### config.mk
export PLATFORM = sky130hd
export DESIGN_NAME = riscv_v_dispatch
export DESIGN_NICKNAME = d
export VERILOG_FILES = /design/src/rtl/riscv_v_dispatch.sv
export SDC_FILE = /design/constraint.sdc
export NUM_CORES = 1
export LEC_CHECK = 0
export BUFFER_PORTS_ARGS = -buffer_cell sky130_fd_sc_hd__buf_2
export CAP_MARGIN = 20
export CORE_MARGIN = 10
export CORE_UTILIZATION = 25
export DETAILED_ROUTE_END_ITERATION = 7
export GPL_TIMING_DRIVEN = 0
export MAX_ROUTING_LAYER = met4
export PLACE_DENSITY = 0.44
export SLEW_MARGIN = 30
export SYNTH_ARGS = -nofsm -noshare
export SYNTH_HDL_FRONTEND = slang
export SYNTH_SLANG_ARGS = --single-unit
### constraint.sdc
create_clock -name clk -period 3.8 [get_ports clk]
set_clock_uncertainty 0.1 [all_clocks]
set_input_delay 0.19 -clock clk [delete_from_list [all_inputs] [get_ports clk]]
set_output_delay 0.19 -clock clk [all_outputs]
set_load 0.05 [all_outputs]
### src/rtl/riscv_v_dispatch.sv
// riscv_v_dispatch
// Scalar-core side of the scalar<->vector link.
//  - Takes decoded vector instructions from scalar ID and registers them into the
//    vector unit's ID stage (NOP fills every slot that carries no new instruction).
//  - Back-pressures scalar ID on vector stall, scalar stall, a full pending FIFO,
//    or a CSR write that must wait for outstanding scalar writebacks (DRAIN).
//  - Keeps a FIFO of scalar rd indices still owed a result by the vector unit and
//    steers each returned value into the scalar integer RF in the same cycle.
// Ports
//  clk, rst                  clock, synchronous active-high reset
//  i_id_*                    instruction, operands and CSR write from scalar ID
//  o_id_ready                instruction accepted this cycle
//  i_core_stall, i_flush     scalar stall, squash of all in-flight vector work
//  o_v_*                     system-side signals towards the vector unit
//  i_v_riscv_v_stall         vector unit stall
//  i_v_int_rf_wr_en_wb/data  scalar result returned by the vector unit
//  o_int_wb_en/rd/data       scalar RF write port
//  o_sb_busy                 per-rd pending-writeback scoreboard (bit 0 always 0)
module riscv_v_dispatch #(
    parameter int XLEN       = 32,
    parameter int OPC_W      = 8,
    parameter int PEND_DEPTH = 4
) (
    input  logic             clk,
    input  logic             rst,
    input  logic             i_id_valid,
    output logic             o_id_ready,
    input  logic [31:0]      i_id_instruction,
    input  logic [OPC_W-1:0] i_id_opcode,
    input  logic [XLEN-1:0]  i_id_rs1_data,
    input  logic [4:0]       i_id_rd,
    input  logic             i_id_wr_scalar,
    input  logic [5:0]       i_id_csr_wr,
    input  logic [XLEN-1:0]  i_id_csr_data,
    input  logic             i_core_stall,
    input  logic             i_flush,
    output logic             o_v_rst,
    output logic             o_v_clear_pipe,
    output logic             o_v_riscv_stall,
    input  logic             i_v_riscv_v_stall,
    output logic [31:0]      o_v_instruction_id,
    output logic [OPC_W-1:0] o_v_opcode_id,
    output logic [XLEN-1:0]  o_v_int_rf_rd_data_id,
    output logic [5:0]       o_v_ext_wr_id,
    output logic [XLEN-1:0]  o_v_ext_data_in_exe,
    input  logic             i_v_int_rf_wr_en_wb,
    input  logic [XLEN-1:0]  i_v_int_rf_wr_data_wb,
    output logic             o_int_wb_en,
    output logic [4:0]       o_int_wb_rd,
    output logic [XLEN-1:0]  o_int_wb_data,
    output logic [31:0]      o_sb_busy
);

    localparam int          AW  = (PEND_DEPTH > 1) ? $clog2(PEND_DEPTH) : 1;
    localparam int          CW  = AW + 1;
    localparam logic [31:0] NOP = 32'h0000_0013;

    typedef enum logic [1:0] {ST_RUN, ST_DRAIN, ST_FLUSH} state_e;

    state_e          r_state, w_state_next;
    logic            r_rst_q;
    logic [4:0]      r_fifo_mem [PEND_DEPTH];
    logic [AW-1:0]   r_wr_ptr, r_rd_ptr;
    logic [CW-1:0]   r_count;
    logic [31:0]     r_instr;
    logic [OPC_W-1:0] r_opc;
    logic [XLEN-1:0] r_rs1;
    logic [5:0]      r_ext_wr;
    logic [XLEN-1:0] r_csr_data;
    logic [XLEN-1:0] r_ext_data;

    logic            w_fifo_empty, w_fifo_full, w_csr_any;
    logic            w_accept, w_push, w_pop;
    logic [4:0]      w_head_rd;

    assign w_fifo_empty = (r_count == '0);
    assign w_fifo_full  = (r_count == CW'(PEND_DEPTH));
    assign w_csr_any    = |i_id_csr_wr;
    assign w_head_rd    = r_fifo_mem[r_rd_ptr];

    // Flush and reset also block acceptance so no instruction is taken and then lost.
    assign o_id_ready = ~rst & ~i_flush & (r_state == ST_RUN) & ~i_v_riscv_v_stall
                      & ~i_core_stall & ~(i_id_wr_scalar & w_fifo_full)
                      & ~(w_csr_any & ~w_fifo_empty);

    assign w_accept = i_id_valid & o_id_ready;
    assign w_push   = w_accept & i_id_wr_scalar & (i_id_rd != 5'd0);
    // Returns arriving in FLUSH belong to squashed work and are dropped.
    assign w_pop    = i_v_int_rf_wr_en_wb & ~rst & (r_state != ST_FLUSH) & ~w_fifo_empty;

    assign o_int_wb_en   = w_pop;
    assign o_int_wb_rd   = w_pop ? w_head_rd : 5'd0;
    assign o_int_wb_data = w_pop ? i_v_int_rf_wr_data_wb : '0;

    assign o_v_rst               = rst | r_rst_q;
    assign o_v_clear_pipe        = (r_state == ST_FLUSH);
    assign o_v_riscv_stall       = i_core_stall;
    assign o_v_instruction_id    = r_instr;
    assign o_v_opcode_id         = r_opc;
    assign o_v_int_rf_rd_data_id = r_rs1;
    assign o_v_ext_wr_id         = r_ext_wr;
    assign o_v_ext_data_in_exe   = r_ext_data;

    always_comb begin
        w_state_next = r_state;
        if (i_flush) begin
            w_state_next = ST_FLUSH;
        end else begin
            unique case (r_state)
                ST_RUN:   if (i_id_valid && w_csr_any && !w_fifo_empty) w_state_next = ST_DRAIN;
                ST_DRAIN: if (w_fifo_empty) w_state_next = ST_RUN;
                ST_FLUSH: w_state_next = ST_RUN;
                default:  w_state_next = ST_RUN;
            endcase
        end
    end

    always_ff @(posedge clk) begin
        r_rst_q <= rst;
    end

    always_ff @(posedge clk) begin
        if (rst) begin
            r_state  <= ST_RUN;
            r_wr_ptr <= '0;
            r_rd_ptr <= '0;
            r_count  <= '0;
        end else begin
            r_state <= w_state_next;
            if (i_flush) begin
                r_wr_ptr <= '0;
                r_rd_ptr <= '0;
                r_count  <= '0;
            end else begin
                if (w_push) r_wr_ptr <= r_wr_ptr + AW'(1);
                if (w_pop)  r_rd_ptr <= r_rd_ptr + AW'(1);
                r_count <= r_count + CW'(w_push) - CW'(w_pop);
            end
        end
    end

    // Storage needs no reset: entries are only read while the count says they are valid.
    always_ff @(posedge clk) begin
        if (w_push) r_fifo_mem[r_wr_ptr] <= i_id_rd;
    end

    always_ff @(posedge clk) begin
        if (rst) begin
            r_instr    <= '0;
            r_opc      <= '0;
            r_rs1      <= '0;
            r_ext_wr   <= '0;
            r_csr_data <= '0;
            r_ext_data <= '0;
        end else begin
            if (i_flush) begin
                r_instr  <= NOP;
                r_opc    <= '0;
                r_rs1    <= '0;
                r_ext_wr <= '0;
            end else if (w_accept) begin
                r_instr  <= i_id_instruction;
                r_opc    <= i_id_opcode;
                r_rs1    <= i_id_rs1_data;
                r_ext_wr <= i_id_csr_wr;
                if (w_csr_any) r_csr_data <= i_id_csr_data;
            end else if (i_v_riscv_v_stall) begin
                // Hold the instruction slot, but the CSR strobe is a single pulse.
                r_ext_wr <= '0;
            end else begin
                r_instr  <= NOP;
                r_opc    <= '0;
                r_rs1    <= '0;
                r_ext_wr <= '0;
            end
            // CSR data trails its strobe by one cycle and then holds.
            if (|r_ext_wr) r_ext_data <= r_csr_data;
        end
    end

    // Per-rd counters so two in-flight writes to the same rd keep the bit set
    // until the last one returns.
    generate
        for (genvar gi = 0; gi < 32; gi++) begin : g_sb
            if (gi == 0) begin : g_zero
                assign o_sb_busy[gi] = 1'b0;
            end else begin : g_cnt
                logic [CW-1:0] r_cnt;
                logic          w_inc, w_dec;
                assign w_inc = w_push && (i_id_rd == 5'(gi));
                assign w_dec = w_pop && (w_head_rd == 5'(gi));
                always_ff @(posedge clk) begin
                    if (rst || i_flush) r_cnt <= '0;
                    else                r_cnt <= r_cnt + CW'(w_inc) - CW'(w_dec);
                end
                assign o_sb_busy[gi] = (r_cnt != '0);
            end
        end
    endgenerate

    // A return with nothing pending is a protocol error from the vector unit.
    a_no_pop_when_empty: assert property (@(posedge clk) disable iff (rst)
        (i_v_int_rf_wr_en_wb && (r_state != ST_FLUSH)) |-> !w_fifo_empty);

endmodule
==> flow_metrics.env <==
export IMPL_p_leak_nw=7.560
export IMPL_drt_iter0_markers=336
export IMPL_setup_worst_path_end="g_sb[25].g_cnt.r_cnt[2]$_SDFF_PP0_"
export IMPL_hold_viol=0
export IMPL_hold_path_class="input pin to flip-flop"
export IMPL_postLayoutCoreUtil_pct=35.87
export IMPL_worst_pin_slew_ps=746.3
export IMPL_reg2reg_depth=12
export IMPL_dpl_instance_area_mm2=0.01393
export IMPL_setup_slack_ps=275.1
export IMPL_antenna_left=0
export IMPL_layoutNonFillerInstCount=2279
export IMPL_worst_setup_path_start_kind="input pin"
export IMPL_ys_ff_latch=267
export IMPL_final_cell_mix="buf_2, dfxtp_1, nand2_1, dlygate4sd3_1, nor2_1"
export IMPL_cp_startpoint="i_id_csr_wr[1]"
export IMPL_dp_hpwl_mm=28.29
export IMPL_crit_path_max_fanout=10
export IMPL_yosysWarnings=0
export IMPL_setup_viol=0
export IMPL_dr_pass1_iters=4
export IMPL_ys_seq_area_share_pct=48.26
export IMPL_layout_drive_gt1_share_pct=25.98
export IMPL_dieHeight_um=234.4
export IMPL_crit_required_ps=4120
export IMPL_clk_latency_ps=570
export IMPL_grt_antenna_before_repair=1
export IMPL_cts_buffers=31
export IMPL_slowest_delay_ps=540
export IMPL_port_buffers=337
export IMPL_arrival_ps=3840
export IMPL_regToRegSetupSlack_ps=360
export IMPL_place_gp_congestion=0.7917
export IMPL_via_per_inst=4.215
export IMPL_p_per_area_mw_per_mm2=392.4
export IMPL_syn_nets=1414
export IMPL_slew_viol_final=0
export IMPL_ios=339
export IMPL_fmax_ghz=0.2837
export IMPL_h_tree_depth=1
export IMPL_clock_sinks=267
export IMPL_grtUsageTotal_pct=13.38
export IMPL_synth_ff_type="dfxtp_1"
export IMPL_postSynthCellCount=1159
export IMPL_finalNetCount=1910
export IMPL_die_w_um=234.4
export IMPL_syn_area_per_cell_um2=9.915
export IMPL_outcome="complete, no violations"
export IMPL_clk_pin_slew_ps=60
export IMPL_dieArea_mm2=0.05494
export IMPL_initial_core_util_pct=25.32
export IMPL_core_area_mm2=0.04538
export IMPL_yosysUniqueCellTypes=45
export IMPL_num_rows=78
export IMPL_rsz0062_at_grt="no"
export IMPL_drc_errors=0
export IMPL_critPathCaptureType="flip-flop"
export IMPL_area_growth_pct=41.65
export IMPL_r2r_start="r_state[1]$_SDFFE_PP0P_"
export IMPL_async_flop_share_pct=0
export IMPL_r2r_end="g_sb[18].g_cnt.r_cnt[2]$_SDFF_PP0_"
export IMPL_critPathKind="input pin to flip-flop"
export IMPL_syn_area_mm2=0.01149
export IMPL_fin_tns_setup_ps=0
export IMPL_crit_chain="dlygate4sd3_1 > buf_2 > nor4_4 > a31oi_1 > buf_2 > nor4b_4 > buf_4 > nand2_1 > ha_1 > inv_1 > ha_1 > fa_1 > xnor2_1 > xnor2_1 > nor2_1"
export IMPL_drt_wirelength_per_cell_um=16.43
export IMPL_slew_headroom_pct=50.25
export IMPL_place_ws_ps=-243.8
export IMPL_period_minus_slack_ps=3525
export IMPL_drv_cap=0
export IMPL_via_count=9606
export IMPL_grt_pass1_wl_mm=56.54
export IMPL_irDropWorstVdd_v=0.0003147
export IMPL_root_buffer="clkbuf_16"
export IMPL_synth_edf_count=20
export IMPL_layout_cells_most_common="buf_2"
export IMPL_critPathSlowestCell="dlygate4sd3_1"
export IMPL_fin_area_mm2=0.01628
export IMPL_dp_cells=2096
export IMPL_hold_ws_ps=36.41
export IMPL_period_share_pct=92.76
export IMPL_postRouteWirelength_mm=37.44
export IMPL_clock_path_buffers=3
export IMPL_overflow=0
export IMPL_grt_pass1_vias=10180
export IMPL_cts_tree="built"
export IMPL_power_mw=6.387
export IMPL_grt_max_degree=15
## Yosys cell counts (2+ instances only)
cell type    n  area (um^2)
xor2_1      25        219.0
clkbuf_1    41        153.9
a22o_1      69        604.3
nor4b_4      2        47.55
nor3_1       8        40.04
a21oi_1     60        300.3
nor2b_1      4        25.02
inv_1       74        277.8
and2_1      84        525.5
nor4_1       4        25.02
buf_2       12        60.06
nor4b_1      2        17.52
a21oi_2      7        61.31
or2_2        3        18.77
nand2_1    167        626.9
and3_1       4        25.02
nor3_2       2        20.02
dfxtp_1    247         4945
nand3_1      9        45.04
or3_1       33        206.5
nor4_4       2        42.54
ha_1        68        850.8
o21ai_0      2        10.01
fa_1        32        640.6
nand2b_1     7        43.79
buf_4        2        15.01
xnor2_1     41        359.1
nor2_1     106        397.9
mux4_2       5        112.6
buf_6        3        33.78
edfxtp_1    20        600.6
## worst min-delay path by stage
stage          cells after the start  startpoint  slack (ps)                         end
4_1_cts                            5         rst          10  r_csr_data[1]$_SDFFE_PP0P_
6_report                           5         rst          40  r_csr_data[1]$_SDFFE_PP0P_
3_3_place_gp                       1         rst         220             r_rst_q$_DFF_P_
2_1_floorplan                      0         rst         120             r_rst_q$_DFF_P_
5_1_grt                            5         rst          60  r_csr_data[0]$_SDFFE_PP0P_
3_5_place_dp                       1         rst         220             r_rst_q$_DFF_P_
## kinds of logic after synthesis
logic type                 after synthesis  synth area share [%]
AOI/OAI and AO/OA                      144                 9.136
xor gates and xnor gates                66                 5.030
adders and majority gates              100                 12.98
buffers and inverters                  133                 4.736
DFF                                    267                 48.26
muxes                                    5                0.9800
other                                    1               0.03263
and+or+nand+nor                        443                 18.85
## sequential cells by signal, summed over array words and instances (netlist names), named ones only
name,flops
g_sb.g_cnt.r_cnt,93
o_v_ext_data_in_exe,32
o_v_ext_wr_id,6
o_v_instruction_id,32
o_v_int_rf_rd_data_id,32
o_v_opcode_id,8
r_count,3
r_csr_data,32
r_fifo_mem,20
r_rd_ptr,2
r_rst_q,1
r_state,2
r_wr_ptr,2
## power breakdown
group	internal, mW	switching (mW)
clock network	1.92	1.21
registers	2.85	0.00848
logic	0.180	0.214
## cell type report
| cell class | instances | area [um^2] |
|---|---|---|
| plain buffers | 59 | 266.5 |
| inverters | 74 | 277.8 |
| well taps | 600 | 750.7 |
| fillers | 4662 | 29100 |
| diodes | 1 | 2.502 |
| flip-flops and latches | 267 | 5545 |
| clock inverters | 12 | 166.4 |
| repair buffers | 463 | 2935 |
| multi-input cells | 759 | 5425 |
| clock buffers | 44 | 907.1 |
## worst max-delay path: cells and delay by family
| kind | cells | cell delay (ps) |
|---|---|---|
| xor+xnor | 2 | 350 |
| simple gates | 4 | 980 |
| compound gates | 1 | 250 |
| buf+inv | 5 | 1210 |
| fa+ha+maj | 3 | 850 |
## metal layers
metal | wire, um | vias to the layer above | GRT usage, % | share of wire, %
met5 | 0 | - | - | 0
met4 | 924 | 0 | 4.246 | 2.5
met3 | 2362 | 59 | 2.876 | 6.3
met2 | 18010 | 269 | 22.11 | 48
met1 | 16150 | 4469 | 16.03 | 43
li1 | - | 4809 | - | -
## repair_timing
item | CTS | global route
pin swaps | 0 | 3
setup endpoints to repair | 7 | 21
hold endpoints to repair | 133 | 0
setup buffers | 0 | 5
hold buffers | 121 | 0
gates resized for setup | 1 | 3
cloned | 0 | 0
(Power assumes the default switching activity.)
